**config.mk**
```make
export PLATFORM = sky130hd
export DESIGN_NAME = fetch_queue_flat
export DESIGN_NICKNAME = d
export VERILOG_FILES = /design/src/rtl/pipeline_pkg.sv /design/src/rtl/fetch_queue_if.sv /design/src/rtl/sync_fifo.sv /design/src/rtl/fetch_queue.sv /design/src/flat_wrapper.sv
export SDC_FILE = /design/constraint.sdc
export NUM_CORES = 1
export LEC_CHECK = 0
export ABC_AREA = 1
export ABC_CLOCK_PERIOD_IN_PS = 3400
export CAP_MARGIN = 40
export CORE_ASPECT_RATIO = 0.9
export CORE_UTILIZATION = 48
export CTS_BUF_LIST = sky130_fd_sc_hd__clkbuf_2 sky130_fd_sc_hd__clkbuf_4 sky130_fd_sc_hd__clkbuf_8
export CTS_CLUSTER_DIAMETER = 100
export CTS_CLUSTER_SIZE = 28
export DETAILED_ROUTE_END_ITERATION = 16
export PLACE_DENSITY = 0.86
export SLEW_MARGIN = 40
export SYNTH_ARGS = -nofsm -noshare
export SYNTH_HDL_FRONTEND = slang
export SYNTH_SLANG_ARGS = --single-unit
export TNS_END_PERCENT = 5
```
**constraint.sdc**
```tcl
create_clock -name clk -period 3.4 [get_ports clk]
set_clock_uncertainty 0.1 [all_clocks]
set_input_delay 0.68 -clock clk [delete_from_list [all_inputs] [get_ports clk]]
set_output_delay 0.68 -clock clk [all_outputs]
set_load 0.005 [all_outputs]
```
**src/rtl/pipeline_pkg.sv**
```systemverilog
// Shared definitions for the fetch front-end: address width default, NOP encoding and
// the record stored in the fetch queue.
package pipeline_pkg;

    localparam int unsigned ADDR_W_DEFAULT = 9;
    localparam logic [31:0] NOP_INSTR      = 32'h0;

    typedef struct packed {
        logic [31:0] instr;
        logic [31:0] npc;
    } fq_entry_t;

    localparam int unsigned ENTRY_W = $bits(fq_entry_t);

endpackage

```
**src/rtl/fetch_queue_if.sv**
```systemverilog
// Fetch-queue bus: redirect input, instruction-memory port and ID-stage handshake.
// slave is the fetch_queue view; master is the surrounding pipeline/memory view.
interface fetch_queue_if
    import pipeline_pkg::*;
#(
    parameter int unsigned ADDR_W = ADDR_W_DEFAULT,
    parameter int unsigned DEPTH  = 4
);
    localparam int unsigned CNT_W = $clog2(DEPTH) + 1;

    logic              redirect;
    logic [ADDR_W-1:0] redirect_pc;
    logic [ADDR_W-1:0] imem_addr;
    logic              imem_en;
    logic [31:0]       imem_data;
    logic              id_ready;
    logic              id_valid;
    logic [31:0]       id_instr;
    logic [31:0]       id_npc;
    logic [CNT_W-1:0]  count;

    modport slave (
        input  redirect, redirect_pc, imem_data, id_ready,
        output imem_addr, imem_en, id_valid, id_instr, id_npc, count
    );

    modport master (
        output redirect, redirect_pc, imem_data, id_ready,
        input  imem_addr, imem_en, id_valid, id_instr, id_npc, count
    );

endinterface

```
**src/rtl/sync_fifo.sv**
```systemverilog
// Power-of-two synchronous FIFO with flush and occupancy count. The caller must not
// push when full or pop when empty.
module sync_fifo #(
    parameter int unsigned DEPTH = 4,
    parameter int unsigned WIDTH = 64,
    localparam int unsigned PTR_W = $clog2(DEPTH),
    localparam int unsigned CNT_W = PTR_W + 1
) (
    input  logic             clk,
    input  logic             rst,
    input  logic             flush_i,
    input  logic             push_i,
    input  logic [WIDTH-1:0] wdata_i,
    input  logic             pop_i,
    output logic [WIDTH-1:0] rdata_o,
    output logic [CNT_W-1:0] count_o
);

    logic [WIDTH-1:0] mem_q [DEPTH];
    logic [PTR_W-1:0] wr_ptr_q, wr_ptr_d;
    logic [PTR_W-1:0] rd_ptr_q, rd_ptr_d;
    logic [CNT_W-1:0] count_q, count_d;

    always_comb begin
        wr_ptr_d = wr_ptr_q;
        rd_ptr_d = rd_ptr_q;
        count_d  = count_q;
        if (flush_i) begin
            wr_ptr_d = '0;
            rd_ptr_d = '0;
            count_d  = '0;
        end else begin
            // Pointers wrap naturally because DEPTH is a power of two.
            if (push_i) wr_ptr_d = wr_ptr_q + PTR_W'(1);
            if (pop_i)  rd_ptr_d = rd_ptr_q + PTR_W'(1);
            count_d = count_q + CNT_W'(push_i) - CNT_W'(pop_i);
        end
    end

    always_ff @(posedge clk) begin
        if (!rst) begin
            wr_ptr_q <= '0;
            rd_ptr_q <= '0;
            count_q  <= '0;
        end else begin
            wr_ptr_q <= wr_ptr_d;
            rd_ptr_q <= rd_ptr_d;
            count_q  <= count_d;
        end
    end

    always_ff @(posedge clk) begin
        if (push_i && !flush_i) mem_q[wr_ptr_q] <= wdata_i;
    end

    assign rdata_o = mem_q[rd_ptr_q];
    assign count_o = count_q;

endmodule

```
**src/rtl/fetch_queue.sv**
```systemverilog
// Instruction fetch queue: issues sequential word fetches, buffers returned instructions
// for the ID stage and squashes everything on a redirect.
module fetch_queue
    import pipeline_pkg::*;
#(
    parameter int unsigned ADDR_W = ADDR_W_DEFAULT,
    parameter int unsigned DEPTH  = 4
) (
    input  logic          clk,
    input  logic          rst,
    fetch_queue_if.slave  bus
);

    localparam int unsigned CNT_W = $clog2(DEPTH) + 1;
    localparam int unsigned OCC_W = CNT_W + 1;

    logic [ADDR_W-1:0] pc_q, pc_d;
    logic              inflight_q, inflight_d;
    logic [ADDR_W-1:0] inflight_addr_q, inflight_addr_d;

    logic [CNT_W-1:0]  fifo_count;
    logic [ENTRY_W-1:0] fifo_rdata;
    fq_entry_t         head;
    fq_entry_t         push_entry;
    logic              id_valid;
    logic              pop;
    logic              push;
    logic              fifo_pop;
    logic              fetch_en;
    logic [OCC_W-1:0]  occupancy;

    always_comb begin
        id_valid  = rst & (fifo_count != '0);
        pop       = id_valid & bus.id_ready;
        // Entries held plus the word still returning, minus what leaves this cycle.
        occupancy = OCC_W'(fifo_count) + OCC_W'(inflight_q) - OCC_W'(pop);
        fetch_en  = rst & ~bus.redirect & (occupancy < OCC_W'(DEPTH));
        push      = rst & inflight_q & ~bus.redirect;
        fifo_pop  = pop & ~bus.redirect;

        push_entry.instr = bus.imem_data;
        push_entry.npc   = 32'(inflight_addr_q) + 32'd1;
    end

    always_comb begin
        pc_d            = pc_q;
        inflight_d      = fetch_en;
        inflight_addr_d = inflight_addr_q;
        if (bus.redirect) begin
            pc_d = bus.redirect_pc;
        end else if (fetch_en) begin
            pc_d            = pc_q + ADDR_W'(1);
            inflight_addr_d = pc_q;
        end
    end

    always_ff @(posedge clk) begin
        if (!rst) begin
            pc_q            <= '0;
            inflight_q      <= 1'b0;
            inflight_addr_q <= '0;
        end else begin
            pc_q            <= pc_d;
            inflight_q      <= inflight_d;
            inflight_addr_q <= inflight_addr_d;
        end
    end

    sync_fifo #(
        .DEPTH (DEPTH),
        .WIDTH (ENTRY_W)
    ) u_fifo (
        .clk     (clk),
        .rst     (rst),
        .flush_i (bus.redirect),
        .push_i  (push),
        .wdata_i (push_entry),
        .pop_i   (fifo_pop),
        .rdata_o (fifo_rdata),
        .count_o (fifo_count)
    );

    assign head          = fq_entry_t'(fifo_rdata);
    assign bus.imem_addr = pc_q;
    assign bus.imem_en   = fetch_en;
    assign bus.id_valid  = id_valid;
    assign bus.id_instr  = id_valid ? head.instr : NOP_INSTR;
    assign bus.id_npc    = id_valid ? head.npc : 32'h0;
    assign bus.count     = fifo_count;

endmodule

```
**src/flat_wrapper.sv**
```systemverilog
// flat-port wrapper written by rule: the top's interface ports become plain ports
module fetch_queue_flat import pipeline_pkg::*;
#(
    parameter int unsigned ADDR_W = ADDR_W_DEFAULT,
    parameter int unsigned DEPTH  = 4
)
  (clk, rst, bus_redirect, bus_redirect_pc, bus_imem_data, bus_id_ready, bus_imem_addr, bus_imem_en, bus_id_valid, bus_id_instr, bus_id_npc, bus_count);
  fetch_queue_if #(.ADDR_W(ADDR_W), .DEPTH(DEPTH)) bus_i ();
  input  logic clk;
  input  logic rst;
  input wire logic [$bits(bus_i.redirect)-1:0] bus_redirect;
  input wire logic [$bits(bus_i.redirect_pc)-1:0] bus_redirect_pc;
  input wire logic [$bits(bus_i.imem_data)-1:0] bus_imem_data;
  input wire logic [$bits(bus_i.id_ready)-1:0] bus_id_ready;
  output wire logic [$bits(bus_i.imem_addr)-1:0] bus_imem_addr;
  output wire logic [$bits(bus_i.imem_en)-1:0] bus_imem_en;
  output wire logic [$bits(bus_i.id_valid)-1:0] bus_id_valid;
  output wire logic [$bits(bus_i.id_instr)-1:0] bus_id_instr;
  output wire logic [$bits(bus_i.id_npc)-1:0] bus_id_npc;
  output wire logic [$bits(bus_i.count)-1:0] bus_count;
  assign bus_i.redirect = bus_redirect;
  assign bus_i.redirect_pc = bus_redirect_pc;
  assign bus_i.imem_data = bus_imem_data;
  assign bus_i.id_ready = bus_id_ready;
  assign bus_imem_addr = bus_i.imem_addr;
  assign bus_imem_en = bus_i.imem_en;
  assign bus_id_valid = bus_i.id_valid;
  assign bus_id_instr = bus_i.id_instr;
  assign bus_id_npc = bus_i.id_npc;
  assign bus_count = bus_i.count;
  fetch_queue #(.ADDR_W(ADDR_W), .DEPTH(DEPTH)) u_core (.clk(clk), .rst(rst), .bus(bus_i));
endmodule
```
Word-level counts from Yosys, hierarchy flattened
Memory sizes are Yosys's and may differ from the RTL's. A register that Yosys moved wholly into a read port is not among the register bits.
Cells that the tools add are included.

cells by class
  $add $sub $neg = 8
  order comparisons = 1
  mux-type cells = 8
  bitwise operators = 9
  reductions and logical operators = 6

operators by type and width
  cell                                                count
  two-way mux 32 bit                                  2
  two-way mux 9 bit                                   2
  adder 9 x 1 -> 10 bit, second input constant        1
  adder 9 x 1 -> 9 bit, second input constant         1
  AND 1 bit                                           7
  adder 2 x 1 -> 2 bit, second input constant         2
  adder 3 x 1 -> 4 bit                                1
  < comparator 4 x 3 -> 1 bit, second input constant  1
  two-way mux 2 bit                                   2
  subtractor 4 x 1 -> 4 bit                           1
  adder 3 x 1 -> 3 bit                                1
  nonzero test 3 bit                                  1
  subtractor 3 x 1 -> 3 bit                           1
  two-way mux 1 bit                                   2
  NOT 1 bit                                           2
  AND reduction 2 bit                                 1
  nonzero test 2 bit                                  1
  OR reduction 2 bit                                  1
  logical AND 1 bit                                   1
  logical NOT 1 bit                                   1

storage, ports and cells
  bits in registers = 26
  RAM bits = 168
  bits of input ports = 45
  output and inout bits = 78
  word-level logic and storage cells = 39
  memories kept = 1

memory list
  name                 words  width  read ports  clocked after Yosys merged registers in  write ports  line             RTL
  u_core.u_fifo.mem_q  4      42     1           1                                        1            sync_fifo.sv:19  logic [WIDTH-1:0] mem_q [DEPTH];

Longest topological paths before layout
Gate-level depths: netlist of run 1.

  depth after elaboration = 8
  mapped depth = 15
  mapped depth without buffers = 15

Cells and area by module
From an unflattened synthesis of run 1, not the netlist that was laid out.

second synthesis, totals
  cell total of the unflattened synthesis = 1,073
  area total of the unflattened synthesis = 11,855.1 um^2

modules (own cells, without submodules)
  module       times used  cells each  area an instance (um^2)  sequential area each (um^2)
  sync_fifo    1           741         10,028.4                 7,867.5
  fetch_queue  1           332         1,826.8                  380.4

Worst setup path after synthesis of run 1
No wires, ideal clock.

  kind = in2reg
  from = input rst
  to = memory u_core.u_fifo.mem_q[0][0] (netlist name), enable pin
  setup time = 0.441 ns
  data arrival time = 2.782 ns
  data required time = 2.859 ns
  path slack = 0.077 ns
  stages = 4
  buffers on the path = 0
  cells stage by stage = inv_2 nor2_4 nand2_1 nor2_1

between the ends
  word-level cells in the longest chain between the ends = 5

RTL lines
  item                                     line                RTL
  from (decl)                              flat_wrapper.sv:10  input logic rst;
  AND 1 bit (2 in a row)                   fetch_queue.sv:38   push = rst & inflight_q & ~bus.redirect;
  logical AND 1 bit                        sync_fifo.sv:53     if (push_i && !flush_i) mem_q[wr_ptr_q] <= wdata_i;
  two-way mux 1 bit                        sync_fifo.sv:53
  two-way mux 1 bit (not written as such)  sync_fifo.sv:53
  to (decl)                                sync_fifo.sv:19

Every way passes these cells.

Worst setup path after layout of run 1
  from = input bus_id_ready
  to = output bus_imem_en

between the ends
  word-level cells in the longest chain between the ends = 4

RTL lines
  item                         line                RTL
  from (decl)                  flat_wrapper.sv:14  input wire logic [$bits(bus_i.id_ready)-1:0] bus_id_ready;
  AND 1 bit                    fetch_queue.sv:34   pop = id_valid & bus.id_ready;
  subtractor 4 x 1 -> 4 bit    fetch_queue.sv:36   occupancy = OCC_W'(fifo_count) + OCC_W'(inflight_q) - OCC_W'(pop);
  < comparator 4 x 3 -> 1 bit  fetch_queue.sv:37   fetch_en = rst & ~bus.redirect & (occupancy < OCC_W'(DEPTH));
  AND 1 bit                    fetch_queue.sv:37
  to (decl)                    flat_wrapper.sv:16  output wire logic [$bits(bus_i.imem_en)-1:0] bus_imem_en;

Every way passes these cells.

==> impl_metrics.py, run 1 <==
metrics = {
    "power_and_ir_drop": {
        "ir_drop_mv": 0.278,
        "power_density_nw_per_um2": 442,
        "totalPowerFinal_mw": 4.38,
        "power_leakage_nw": 3.51,
    },
    "die": {
        "core_area_sq_um": 16800,
        "die_width_microns": 140,
        "ios": 123,
        "rows": 45,
        "die_h_microns": 126,
        "initial_core_util_pct": 48.9,
        "die-area_sq_um": 17700,
    },
    "placement": {
        "place_congestion": 0.822,
        "io_buffers": 100,
        "dpl_worst_slack_ns": -0.170,
        "dp_hpwl_microns": 9670,
    },
    "detailed_routing": {
        "vias_per_cell": 5.05,
        "drc": 0,
        "wire_per_inst_microns": 14.9,
        "wl_microns": 16000,
        "vias": 5436,
        "first_pass_iters": 7,
        "ant_nets": 0,
        "drtIter0Drc": 384,
    },
    "global_routing": {
        "overflow": 0,
        "gr-usage-met1_pct": 23.5,
        "grt_max_degree": 49,
        "grt_pass1_vias": 5197,
        "gr-usage-met3_pct": 4.53,
        "top_usage_layer": "met2",
        "grt_pass1_wl_microns": 25700,
        "grt_use_met2_pct": 32.3,
        "grtUsageTotal_pct": 19.0,
        "antenna_found_initial": 0,
    },
    "cells_and_area": {
        "syn_to_final_growth_pct": 20.3,
        "diodes": 0,
        "layout-drive-gt1-share_pct": 7.75,
        "final_common_cell": "nor2_1",
        "final_cell_mix": "nor2_1, edfxtp_1, clkdlybuf4s50_1",
        "final_nets": 909,
    },
    "logic_synthesis": {
        "synth.avg_cell_area_sq_um": 11.0,
        "yosys.area.top_type": "edfxtp_1",
        "ys_seq_elements": 196,
        "syn-cell-area_sq_um": 8240,
        "synthDistinctLibCells": 31,
        "syn-instance-count": 751,
        "yosysWarnings": 0,
        "yosys-top-cells-area": "edfxtp_1, nor2_1, dfxtp_1",
        "synth_top_area_share_pct": 61.2,
        "synth_seq_area_share_pct": 68.0,
    },
    "hold_path": {
        "min_to": "u_core.inflight_addr_q[1]",
        "min_from": "u_core.inflight_addr_q[1]",
        "min_path_cells": 2,
        "hold_path.class": "flip-flop to flip-flop",
    },
    "run_status": {
        "outcome": "finished, final reports clean",
    },
    "setup_path": {
        "rr_endpoint": "u_core.bus.imem_addr[8]",
        "worstReg2RegStart": "u_core.u_fifo.count_o[1]",
        "critPathLaunchType": "input pin",
        "cpPeakStageDelay_ns": 0.45,
        "cp_slowest_cell": "clkdlybuf4s50_1",
        "r2r_cells": 16,
        "crit_buf_inv": 5,
        "crit_required_ns": 2.62,
        "path_class": "input pin to output pin",
        "end_kind": "output pin",
        "cp.arrival_ns": 2.43,
        "crit_fanout": 2,
        "crit_path_cell_trace": "clkdlybuf4s50_1 > inv_1 > nor2_2 > ha_1 > inv_1 > ha_1 > nand2_1 > nor2_1 > nor2_1 > nand2_1 > nand3_4 > inv_2 > dlygate4sd2_1",
        "r2r_slack_ns": 1.04,
        "cp_top_family": "buffers and inverters",
    },
    "clock_tree": {
        "clk_latency_ns": 0.46,
        "cts_buffers": 17,
        "cts.clk_slew.worst_paths_ns": 0.08,
        "holdBufCountCts": 0,
        "cts_root_buffer": "clkbuf_8",
        "cts_tree": "done",
        "cts.sinks": 196,
        "h-tree-depth": 4,
        "cts_buffer_depth": 2,
        "cts_setup_buffers": 0,
    },
    "timing": {
        "max_freq_mhz": 312,
        "fin_ws_ns": 0.192,
        "rsz0062_at_grt": "no",
        "period_needed_ns": 3.21,
        "fin_crit_sh_pct": 94.4,
        "setup_viol": 0,
        "timing.slew.headroom_pct": 63.0,
        "finalHoldViolCount": 0,
        "final_max_slew_viol_count": 0,
        "max_slew.worst_pin.slew_ns": 0.556,
    },
    "run": {
        "cap_violations": 0,
    },
}
## where the power goes
part	switching [mW]	leakage [nW]	total, mW	internal (mW)
sequential	0.0203	1.75	2.65	2.63
clock	0.742	0.223	1.53	0.789
combinational	0.102	1.54	0.198	0.0957
## metal layers
| layer | up-vias | share of wire [%] |
|---|---|---|
| li1 | 2725 | - |
| met1 | 2522 | 44 |
| met2 | 162 | 49 |
| met3 | 27 | 5.0 |
| met4 | 0 | 1.9 |
| met5 | - | 0 |
## layout make-up
cell class	count	area [sq um]
Fill cell	1323	6920
Sequential cell	196	5610
Multi-Input combinational cell	482	2280
Timing Repair Buffer	119	1200
Clock buffer	22	284
Tap cell	211	264
Inverter	36	135
Clock inverter	10	131
## what timing repair did
item / in CTS / in global routing
endpoints found under the setup margin: 2 / 18
cloned: 0 / 0
gates resized for setup: 3 / 1
pin swaps: 2 / 1
## kinds of logic (layout without fill, tap and decap cells)
| group | Yosys count | count (layout) | synth area share [%] |
|---|---|---|---|
| other | 1 | 22 | 0.0455 |
| DFF | 196 | 196 | 68.0 |
| adders and majority gates | 12 | 12 | 1.91 |
| xor gates and xnor gates | 10 | 10 | 1.06 |
| buffers and inverters | 94 | 187 | 5.63 |
| and+or+nand+nor | 279 | 279 | 13.5 |
| AOI/OAI and AO/OA | 159 | 159 | 9.78 |
## sequential cells by signal (all words and copies together), names as in the netlist, named ones only
name	cells
u_core.u_fifo.rd_ptr_q	2
u_core.inflight_q	1
u_core.inflight_addr_q	9
u_core.u_fifo.count_o	3
u_core.bus.imem_addr	9
u_core.u_fifo.wr_ptr_q	2
u_core.u_fifo.mem_q	168
## synth_stat cells
cell type,count
clkbuf_1,20
o21ai_0,90
a211oi_1,1
buf_6,2
fa_1,1
nor2_2,1
ha_1,11
or2_2,1
edfxtp_1,168
inv_2,5
dfxtp_1,28
conb_1,1
nand3_4,1
buf_1,3
nor3_1,2
clkinv_1,1
o21bai_1,3
buf_4,22
o21ai_1,4
nand3b_1,1
nand2_2,1
nor2_4,1
nand2_4,1
nand2_1,59
xnor2_1,2
nor2_1,190
buf_2,11
xor2_1,8
nand3_1,21
a21oi_1,61
inv_1,30
## worst reg2reg max path, stage by stage, from the launching register on
cell and delay [ns]:
dfxtp_1 0.37, inv_1 0.10, nand3_1 0.11, nand2_2 0.07, nor2_2 0.10, ha_1 0.16, inv_1 0.04, ha_1 0.26
nand2_1 0.09, nor2_1 0.05, nor2_1 0.08, nand2_1 0.09, nand3_4 0.08, buf_4 0.26, nand2_4 0.14, nand2_1 0.09
a21oi_1 0.06
## worst max path at each step
stage                  from  cells after the start  slack, ns                         to
2_1_floorplan           rst                      4       0.08  u_core.u_fifo.mem_q[0][0]
6_report       bus_id_ready                     13       0.19                bus_imem_en
3_3_place_gp            rst                     13      -0.10                bus_imem_en
5_1_grt        bus_id_ready                     13      0.001                bus_imem_en
3_5_place_dp            rst                     13      -0.17                bus_imem_en
4_1_cts           flip-flop                      6       0.06            bus_id_instr[7]
## metrics by stage
step,hold WS (ns),utilization (%),instances,cell area [sq um],setup TNS [ns]
final,0.409,58.9,1076,9910,0
after global routing,0.441,58.9,1076,9910,0
after CTS,0.410,58.9,1076,9910,0
after detailed placement,0.395,56.4,1044,9490,-0.170
after global placement,0.381,56.4,1044,9490,-0.101
after floorplan,0.361,-,772,8320,0
No activity file was read; power rests on OpenSTA's default activity.
==> inputs of run 2 (changes only) <==
--- a/config.mk
+++ b/config.mk
@@ -6,7 +6,7 @@
 export NUM_CORES = 1
 export LEC_CHECK = 0
 export ABC_AREA = 1
-export ABC_CLOCK_PERIOD_IN_PS = 3400
+export ABC_CLOCK_PERIOD_IN_PS = 3600
 export CAP_MARGIN = 40
 export CORE_ASPECT_RATIO = 0.9
 export CORE_UTILIZATION = 48
@@ -14,7 +14,7 @@
 export CTS_CLUSTER_DIAMETER = 100
 export CTS_CLUSTER_SIZE = 28
 export DETAILED_ROUTE_END_ITERATION = 16
-export PLACE_DENSITY = 0.86
+export PLACE_DENSITY = 0.83
 export SLEW_MARGIN = 40
 export SYNTH_ARGS = -nofsm -noshare
 export SYNTH_HDL_FRONTEND = slang
==> constraint.sdc (replaced) <==
create_clock -name clk -period 3.6 [get_ports clk]
set_clock_uncertainty 0.1 [all_clocks]
set_input_delay 0.72 -clock clk [delete_from_list [all_inputs] [get_ports clk]]
set_output_delay 0.72 -clock clk [all_outputs]
set_load 0.005 [all_outputs]
==> run 2 against run 1 <==
Effect of this change: flip-flop and latch count unchanged; via count up 2.8%; die area unchanged; register-to-register slack better by 0.17 ns; worst hold slack worse by 0.010 ns; power down 4.4%; critical endpoint is now bus_id_npc[2]; highest routed layer unchanged.
==> impl_metrics.py, run 2 (synthesized netlist as in run 1, its figures left out) <==
metrics = {
    "clock_tree": {
        "cts_root_buffer": "clkbuf_8",
        "cts_tree": "done",
        "cts.clk_slew.worst_paths_ns": 0.09,
        "cts_buffer_depth": 2,
        "cts_setup_buffers": 0,
        "h-tree-depth": 4,
        "cts.sinks": 196,
        "clk_latency_ns": 0.46,
        "cts_buffers": 17,
    },
    "setup_path": {
        "crit_fanout": 33,
        "r2r_slack_ns": 1.21,
        "cp_top_family": "buffers and inverters",
        "endpoint": "bus_id_npc[2]",
        "cp.arrival_ns": 2.46,
        "crit_buf_inv": 3,
        "path_class": "flip-flop to output pin",
        "crit_path_cell_trace": "clkinv_1 > buf_12 > nor2_1 > o21ai_0 > a21oi_1 > clkdlybuf4s50_1",
        "r2r_cells": 15,
        "path_depth": 6,
        "cp_slowest_cell": "clkdlybuf4s50_1",
        "crit_required_ns": 2.78,
        "cpPeakStageDelay_ns": 0.57,
        "end_kind": "output pin",
        "critPathLaunchType": "flip-flop",
        "rr_endpoint": "u_core.bus.imem_addr[8]",
        "worstReg2RegStart": "u_core.u_fifo.count_o[1]",
    },
    "cells_and_area": {
        "top_register": "u_core.u_fifo.mem_q",
        "diodes": 0,
        "final_common_cell": "nor2_1",
        "layout-drive-gt1-share_pct": 7.42,
        "fillers": 1319,
        "largest_reg_flops": 168,
        "final_cell_mix": "nor2_1, edfxtp_1, clkdlybuf4s50_1",
        "final_nets": 906,
        "syn_to_final_growth_pct": 20.3,
    },
    "placement": {
        "io_buffers": 100,
        "dp_hpwl_microns": 10000,
        "place_congestion": 0.833,
    },
    "die": {
        "die_h_microns": 126,
        "rows": 45,
        "die-area_sq_um": 17700,
        "initial_core_util_pct": 48.9,
        "die_width_microns": 140,
        "core_area_sq_um": 16800,
        "ios": 123,
    },
    "timing": {
        "finalSetupTns_ns": 0,
        "timing.slew.headroom_pct": 62.5,
        "max_slew.worst_pin.slew_ns": 0.563,
        "fin_crit_sh_pct": 91.1,
        "rsz0062_at_grt": "no",
        "max_freq_mhz": 305,
        "period_needed_ns": 3.28,
        "finalHoldViolCount": 0,
        "setup_viol": 0,
        "final_max_slew_viol_count": 0,
    },
    "hold_path": {
        "hold_path.class": "flip-flop to flip-flop",
    },
    "run": {
        "cap_violations": 0,
    },
    "run_status": {
        "outcome": "finished, final reports clean",
    },
    "detailed_routing": {
        "wire_per_inst_microns": 15.8,
        "drtIter0Drc": 453,
        "vias": 5589,
        "wl_microns": 16900,
        "vias_per_cell": 5.21,
        "ant_nets": 0,
        "first_pass_iters": 5,
        "drc": 0,
    },
    "power_and_ir_drop": {
        "totalPowerFinal_mw": 4.18,
        "power_leakage_nw": 3.50,
        "power_density_nw_per_um2": 422,
        "ir_drop_mv": 0.252,
    },
    "global_routing": {
        "overflow": 0,
        "grt_pass1_wl_microns": 27100,
        "grtUsageTotal_pct": 20.0,
        "grt_pass1_vias": 5328,
        "grt_max_degree": 85,
        "antenna_found_initial": 0,
    },
}
-- run 2: cell count changes in the layout (fill, tap and decap cells not counted), moves of 2 or more --
cell	before	now
clkbuf_8	19	17
clkinv_1	1	3
clkbuf_4	3	1
inv_4	3	0
buf_4	14	10
dfxtp_2	0	2
dfxtp_4	2	0
clkinvlp_4	0	2
-- run 2: worst min-delay path by stage --
| stage | to | depth (start not counted) | slack [ns] | startpoint |
|---|---|---|---|---|
| after floorplan | u_core.inflight_addr_q[1] | 2 | 0.36 | u_core.inflight_addr_q[1] |
| after global placement | u_core.inflight_addr_q[1] | 2 | 0.38 | u_core.inflight_addr_q[1] |
| after detailed placement | u_core.inflight_addr_q[1] | 2 | 0.39 | u_core.inflight_addr_q[1] |
| after CTS | u_core.inflight_addr_q[1] | 2 | 0.40 | u_core.inflight_addr_q[1] |
| after global routing | u_core.inflight_addr_q[5] | 2 | 0.43 | u_core.inflight_addr_q[5] |
| final | u_core.inflight_addr_q[1] | 2 | 0.40 | u_core.inflight_addr_q[1] |
-- run 2: through the flow --
step / hold slack (ns) / cell area [sq um] / utilization (%) / instances / setup slack, ns
2_1_floorplan: 0.361 / 8320 / - / 772 / 0.237
3_3_place_gp: 0.377 / 9480 / 56.3 / 1041 / 0.0334
3_5_place_dp: 0.386 / 9480 / 56.3 / 1041 / -0.00455
4_1_cts: 0.400 / 9910 / 58.9 / 1073 / 0.0486
5_1_grt: 0.429 / 9920 / 58.9 / 1073 / 0.171
6_report: 0.399 / 9920 / 58.9 / 1073 / 0.321
-- run 2: tightest hold or removal path, cell delays in order (launching register included) --
cell and delay [ns]:
dfxtp_1 0.34, nand2_1 0.07, a21oi_1 0.06
-- run 2: timing repair --
item                       4_1_cts  5_1_grt
setup endpoints to repair        1        1
resized for setup                3        1
hold buffers                     0        0
pin swaps                        1        1
-- run 2: power by group --
| part | leakage, nW | switching [mW] | internal (mW) |
|---|---|---|---|
| Combinational | 1.54 | 0.100 | 0.0901 |
| Sequential | 1.75 | 0.0200 | 2.48 |
| Clock | 0.207 | 0.731 | 0.759 |
-- run 2: layout make-up --
class | instances | area [sq um] | share of cell area (%)
Sequential cell | 196 | 5610 | 56.5
Timing Repair Buffer | 116 | 1200 | 12.1
Clock inverter | 14 | 184 | 1.85
Multi-Input combinational cell | 482 | 2290 | 23.1
Inverter | 36 | 135 | 1.36
Clock buffer | 18 | 241 | 2.44
Tap cell | 211 | 264 | 2.66
-- run 2: metal layers --
layer / up-vias / wire [microns] / track usage [%]
li1: 2718 / - / -
met1: 2656 / 7360 / 25.9
met2: 200 / 8410 / 34.4
met3: 15 / 974 / 3.62
met4: 0 / 193 / 6.33
met5: - / 0 / 0
